--- config.mk ---
export PLATFORM = sky130hd
export DESIGN_NAME = svc_vga_pix
export DESIGN_NICKNAME = d
export VERILOG_FILES = /design/src/rtl/svc_vga_pix.sv
export SDC_FILE = /design/constraint.sdc
export NUM_CORES = 1
export LEC_CHECK = 0
export CORE_ASPECT_RATIO = 0.5
export CORE_MARGIN = 4
export CORE_UTILIZATION = 32
export DETAILED_ROUTE_END_ITERATION = 12
export PLACE_DENSITY = 0.66
export SYNTH_ARGS = -nofsm -noshare
export SYNTH_HDL_FRONTEND = slang
export SYNTH_SLANG_ARGS = --single-unit
--- constraint.sdc ---
create_clock -name clk -period 5.6 [get_ports clk]
set_input_delay 1.68 -clock clk [delete_from_list [all_inputs] [get_ports clk]]
set_output_delay 1.68 -clock clk [all_outputs]
set_load 0.01 [all_outputs]
--- src/rtl/svc_vga_pix.sv ---
// VGA capture: registers hsync/vsync/RGB, locks onto the mode timing and emits a valid/ready pixel
// stream with x/y. Optional blanking colour check via `define SVC_VGA_PIX_BLANK_CHECK_EN.
module svc_vga_pix #(
  parameter int unsigned H_WIDTH     = 12,
  parameter int unsigned V_WIDTH     = 12,
  parameter int unsigned COLOR_WIDTH = 4
) (
  input  logic                   clk,
  input  logic                   rst_n,
  input  logic                   vga_hsync,
  input  logic                   vga_vsync,
  input  logic [COLOR_WIDTH-1:0] vga_red,
  input  logic [COLOR_WIDTH-1:0] vga_grn,
  input  logic [COLOR_WIDTH-1:0] vga_blu,
  input  logic [H_WIDTH-1:0]     h_visible,
  input  logic [H_WIDTH-1:0]     h_sync_start,
  input  logic [H_WIDTH-1:0]     h_sync_end,
  input  logic [H_WIDTH-1:0]     h_line_end,
  input  logic [V_WIDTH-1:0]     v_visible,
  input  logic [V_WIDTH-1:0]     v_sync_start,
  input  logic [V_WIDTH-1:0]     v_sync_end,
  input  logic [V_WIDTH-1:0]     v_frame_end,
  output logic                   m_pix_valid,
  output logic [COLOR_WIDTH-1:0] m_pix_red,
  output logic [COLOR_WIDTH-1:0] m_pix_grn,
  output logic [COLOR_WIDTH-1:0] m_pix_blu,
  output logic [H_WIDTH-1:0]     m_pix_x,
  output logic [V_WIDTH-1:0]     m_pix_y,
  input  logic                   m_pix_ready,
  output logic                   locked,
  output logic                   pix_error
);

  typedef enum logic [1:0] {
    StUnlocked = 2'd0,
    StAlign    = 2'd1,
    StLocked   = 2'd2
  } state_e;

  state_e state_q, state_d;

  logic                   hsync_q, vsync_q, hsync_prev_q, vsync_prev_q;
  logic [COLOR_WIDTH-1:0] red_q, grn_q, blu_q;
  logic [H_WIDTH-1:0]     h_cnt, h_base, h_next;
  logic [V_WIDTH-1:0]     v_cnt, v_base, v_next;

  logic                   pix_valid_q;
  logic [COLOR_WIDTH-1:0] pix_red_q, pix_grn_q, pix_blu_q;
  logic [H_WIDTH-1:0]     pix_x_q;
  logic [V_WIDTH-1:0]     pix_y_q;
  logic                   pix_error_q;

  logic vfall, hfall, hrise;
  logic hfall_bad, hrise_bad, vfall_bad;
  logic sync_err, blank_err, emit, accept, overflow;
  logic h_vis, v_vis;

  // vsync deassert position is not checked
  logic unused_timing;
  assign unused_timing = ^v_sync_end;

  // Stage 0: input capture plus previous sync levels for edge detection
  always_ff @(posedge clk) begin
    if (!rst_n) begin
      hsync_q      <= 1'b1;
      vsync_q      <= 1'b1;
      hsync_prev_q <= 1'b1;
      vsync_prev_q <= 1'b1;
      red_q        <= '0;
      grn_q        <= '0;
      blu_q        <= '0;
    end else begin
      hsync_q      <= vga_hsync;
      vsync_q      <= vga_vsync;
      hsync_prev_q <= hsync_q;
      vsync_prev_q <= vsync_q;
      red_q        <= vga_red;
      grn_q        <= vga_grn;
      blu_q        <= vga_blu;
    end
  end

  assign vfall = vsync_prev_q & ~vsync_q;
  assign hfall = hsync_prev_q & ~hsync_q;
  assign hrise = ~hsync_prev_q & hsync_q;

  assign hfall_bad = hfall && (h_cnt != h_sync_start);
  assign hrise_bad = hrise && (h_cnt != h_sync_end);
  assign vfall_bad = vfall && ((h_cnt != '0) || (v_cnt != v_sync_start));

  // The vfall sample is by definition at (0, v_sync_start); advance from there
  always_comb begin
    h_base = h_cnt;
    v_base = v_cnt;
    if (state_q == StUnlocked && vfall) begin
      h_base = '0;
      v_base = v_sync_start;
    end
    h_next = h_base + H_WIDTH'(1);
    v_next = v_base;
    if (h_base == h_line_end) begin
      h_next = '0;
      v_next = (v_base == v_frame_end) ? '0 : v_base + V_WIDTH'(1);
    end
  end

  always_ff @(posedge clk) begin
    if (!rst_n) begin
      h_cnt <= '0;
      v_cnt <= '0;
    end else begin
      h_cnt <= h_next;
      v_cnt <= v_next;
    end
  end

  always_comb begin
    state_d  = state_q;
    sync_err = 1'b0;
    unique case (state_q)
      StUnlocked: begin
        if (vfall) state_d = StAlign;
      end
      StAlign: begin
        if (hfall) begin
          if (hfall_bad) begin
            state_d  = StUnlocked;
            sync_err = 1'b1;
          end else begin
            state_d = StLocked;
          end
        end
      end
      StLocked: begin
        if (hfall_bad || hrise_bad || vfall_bad) begin
          state_d  = StUnlocked;
          sync_err = 1'b1;
        end
      end
      default: state_d = StUnlocked;
    endcase
  end

  always_ff @(posedge clk) begin
    if (!rst_n) state_q <= StUnlocked;
    else        state_q <= state_d;
  end

  assign h_vis    = h_cnt < h_visible;
  assign v_vis    = v_cnt < v_visible;
  assign emit     = (state_q == StLocked) && h_vis && v_vis;
  assign accept   = pix_valid_q && m_pix_ready;
  assign overflow = emit && pix_valid_q && !m_pix_ready;

`ifdef SVC_VGA_PIX_BLANK_CHECK_EN
  assign blank_err = (state_q == StLocked) && !(h_vis && v_vis) &&
                     ((red_q | grn_q | blu_q) != '0);
`else
  assign blank_err = 1'b0;
`endif

  // Single-entry output register; an overflowing pixel is dropped, held data kept
  always_ff @(posedge clk) begin
    if (!rst_n) begin
      pix_valid_q <= 1'b0;
      pix_red_q   <= '0;
      pix_grn_q   <= '0;
      pix_blu_q   <= '0;
      pix_x_q     <= '0;
      pix_y_q     <= '0;
      pix_error_q <= 1'b0;
    end else begin
      pix_error_q <= sync_err | overflow | blank_err;
      if (emit && !overflow) begin
        pix_valid_q <= 1'b1;
        pix_red_q   <= red_q;
        pix_grn_q   <= grn_q;
        pix_blu_q   <= blu_q;
        pix_x_q     <= h_cnt;
        pix_y_q     <= v_cnt;
      end else if (accept) begin
        pix_valid_q <= 1'b0;
      end
    end
  end

  assign m_pix_valid = pix_valid_q;
  assign m_pix_red   = pix_red_q;
  assign m_pix_grn   = pix_grn_q;
  assign m_pix_blu   = pix_blu_q;
  assign m_pix_x     = pix_x_q;
  assign m_pix_y     = pix_y_q;
  assign locked      = (state_q == StLocked);
  assign pix_error   = pix_error_q;

endmodule

==> impl_metrics.yaml <==
run_status:
  status: "finished, final reports clean"
floorplanning:
  fp.dieW_um: 182
  die_y_um: 95.2
  rows: 31
  design.core.area_um2: 14700
  dieArea_um2: 17300
  io_pins: 152
  start_util_pct: 33.2
yosys:
  synth_top_area_share_pct: 32.9
  synthXorXnorAreaFrac_pct: 11.4
  netlist_area_um2: 4860
  synth-main-ff-cell: "dfxtp_1"
  synth_edf_count: 0
  seq_area_frac_synth_pct: 32.9
  yosys_warnings: 0
  synth-simple-area-share_pct: 23.4
  yosysTopAreaCell: "dfxtp_1"
  synth_seq_cells: 80
  synth_cell_type_count: 53
  syn_area_per_cell_um2: 8.42
  synthTopCellsByArea: "dfxtp_1, mux2i_1, ha_1, nand2_1, xnor2_1"
  synth_adder_area_share_pct: 6.95
  synth-compound-area-share_pct: 8.88
  syn_inst: 577
  ys_async_sr_fraction_pct: 0
  synthTopCellsByCount: "nand2_1, dfxtp_1, mux2i_1, inv_1, xnor2_1"
  yosys-mux-area-fraction_pct: 10.5
  syn-num-nets: 717
  post-synth-top-count-cell: "nand2_1"
  synth_top_family_by_area: "simple AND/OR/NAND/NOR gates"
route:
  first_iter_violations: 248
  drc: 0
  drtPass1Iterations: 4
  antenna_left: 0
  vias: 4350
  viasPerCell: 4.82
  wl_mm: 13.5
  avgRoutedWirePerCell_um: 15.0
worst_setup_path:
  start_kind: "primary input"
  path_buf_inv: 1
  cp_slowest_cell: "a2111oi_0"
  path_delay_family: "compound AO/OA/AOI/OAI gates"
  path_max_fanout: 4
  crit_type: "in -> reg"
  crit_path_end_kind: "register"
  path_cells: "clkdlybuf4s50_1 > nor2b_1 > a2111oi_0 > o2111ai_1 > nor4b_2 > nand2_1 > xor2_1 > and2_1"
  crit_path_max_incr_delay_ns: 0.90
  required_ns: 5.83
  cp_data_arrival_time_ns: 4.51
final_layout:
  areaGrowthSynthToFinish_pct: 37.7
  fin_util_pct: 45.7
  stdcell_count: 902
  fin_nets: 839
  layout-drive-gt1-share_pct: 4.26
  n_antenna_cell: 0
  fillers: 1424
power_and_ir_drop:
  leakagePower_nw: 2.55
  cellPowerDensity_nw_per_um2: 243
  vdd_ir_drop_max_uv: 131
timing:
  grt_setup_unrepaired: "no"
  finalCritPeriodShare_pct: 76.4
  slew_violations: 0
  relSlewSlack_pct: 31.1
  max_freq_ghz: 0.234
  worst_slack_ns: 1.32
  fin_setup_tns_ns: 0
  worst_pin_slew_ns: 1.01
  finClkSkew_ns: 0.00674
  report.final.hold_viol_count: 0
  finalSetupViolCount: 0
  fin_crit_ns: 4.28
place:
  portBuffers: 139
  gp_congestion: 0.862
  place_ws_ns: 1.09
  dp.cells: 886
  hpwlAfterDp_mm: 10.4
cts:
  postCtsHoldBufs: 0
  cts.clk_slew.worst_paths_ns: 0.07
  clock_path_buffers: 2
  insertion_delay_ns: 0.34
  root_buffer: "clkbuf_16"
  post_cts_buffers: 0
  cts_resized: 0
  cts_buffers: 9
  cts_tree: "yes"
  h-tree-depth: 3
  cts.sinks: 80
global_route:
  grt_pass1_vias: 4207
  grt_max_degree: 67
  grt_usage_pct: 15.5
  grt_antenna_before_repair: 0
  gr-total-overflow: 0
  grt_first_pass_wirelength_mm: 21.5
run:
  cap_violations: 0
hold_path:
  min_path_type: "reg -> reg"
[stage by stage]
stage	power [mW]	cell area [µm²]	hold WS (ns)
final	1.63	6690	0.436
after global routing	1.71	6690	0.457
after CTS	1.65	6690	0.439
after detailed placement	1.03	6380	0.431
after global placement	1.02	6380	0.425
after floorplan	0.875	4860	0.424
[flip-flops by register name, indices dropped and copies added, names as in the netlist, 2 cells and up]
register,count
m_pix_red,4
h_cnt,12
blu_q,4
m_pix_grn,4
grn_q,4
m_pix_y,12
m_pix_blu,4
state_q,2
red_q,4
v_cnt,12
m_pix_x,12
[final cells by class]
class / count / area [µm²] / share of cell area (%)
clock inverter: 7 / 86.3 / 1.29
tap: 198 / 248 / 3.70
timing repair buffer: 143 / 1420 / 21.2
clock buffer: 9 / 225 / 3.36
inverter: 38 / 143 / 2.13
multi-input combinational: 427 / 2970 / 44.4
sequential: 80 / 1600 / 23.9
[path summary, 6_finish.rpt]
| kind | start | to | slack (ns) | cells after the start |
|---|---|---|---|---|
| max | h_line_end[0] | v_cnt[8]$_SDFF_PN0_ | 1.32 | 8 |
| min | red_q[1]$_SDFF_PN0_ | m_pix_red[1]$_SDFFE_PN0P_ | 0.44 | 2 |
| max reg2reg | state_q[0]$_SDFFE_PN0P_ | v_cnt[2]$_SDFF_PN0_ | 2.30 | 10 |
| min reg2reg | red_q[1]$_SDFF_PN0_ | m_pix_red[1]$_SDFFE_PN0P_ | 0.44 | 2 |
[layer usage]
layer | wire, µm | vias to the layer above | GRT usage (%)
met5 | 0 | - | 0
met4 | 167 | 0 | 4.43
met3 | 876 | 14 | 4.19
met2 | 6240 | 121 | 26.1
met1 | 6270 | 2012 | 19.9
li1 | - | 2203 | -
[power breakdown]
group	leakage [nW]	switching, mW	internal, mW
Combinational	1.75	0.179	0.197
Clock	0.150	0.256	0.355
Sequential	0.651	0.0434	0.598
Total	2.55	0.478	1.15
[kinds of logic (layout without fill, tap and decap cells)]
kind of cell             count (synthesis)  after routing
AND/OR/NAND/NOR                        228            228
flip-flops                              80             80
buffers and inverters                   70            197
XOR/XNOR                                63             63
AO/OA/AOI/OAI                           59             59
multiplexers                            50             50
adder cells (fa/ha/maj)                 27             27
[worst reg2reg max path, stage by stage, from the launching register on]
cell and delay, ns:
dfxtp_1 0.33, inv_1 0.09, ha_1 0.23, and3b_1 0.45
buf_4 0.37, mux2i_1 0.40, xor2_1 0.25, nand4_1 0.14
or4_4 0.49, o21a_4 0.26, and3b_1 0.19
[cells in the final DEF, fill, tap and decap left out, types with 3 or more instances in the layout]
cell type,synthesis,routed
o2111ai_1,4,4
nand2b_1,12,12
nor3_1,4,3
nand2_1,89,89
nor2b_1,7,7
mux2i_1,47,47
and3_1,7,7
nand3_1,26,26
nor4_1,8,8
a21oi_1,5,5
nand4_1,12,12
a21o_1,8,8
o21ai_0,7,7
a211oi_1,3,3
nor2_1,29,29
dfxtp_1,80,80
o22ai_1,5,5
clkbuf_16,0,9
inv_1,38,38
and2_1,20,20
buf_4,0,4
xnor2_1,32,32
xor2_1,31,31
a31oi_1,6,6
o21a_1,3,3
ha_1,27,27
clkdlybuf4s50_1,0,138
Power figures use the tool's default switching activity.
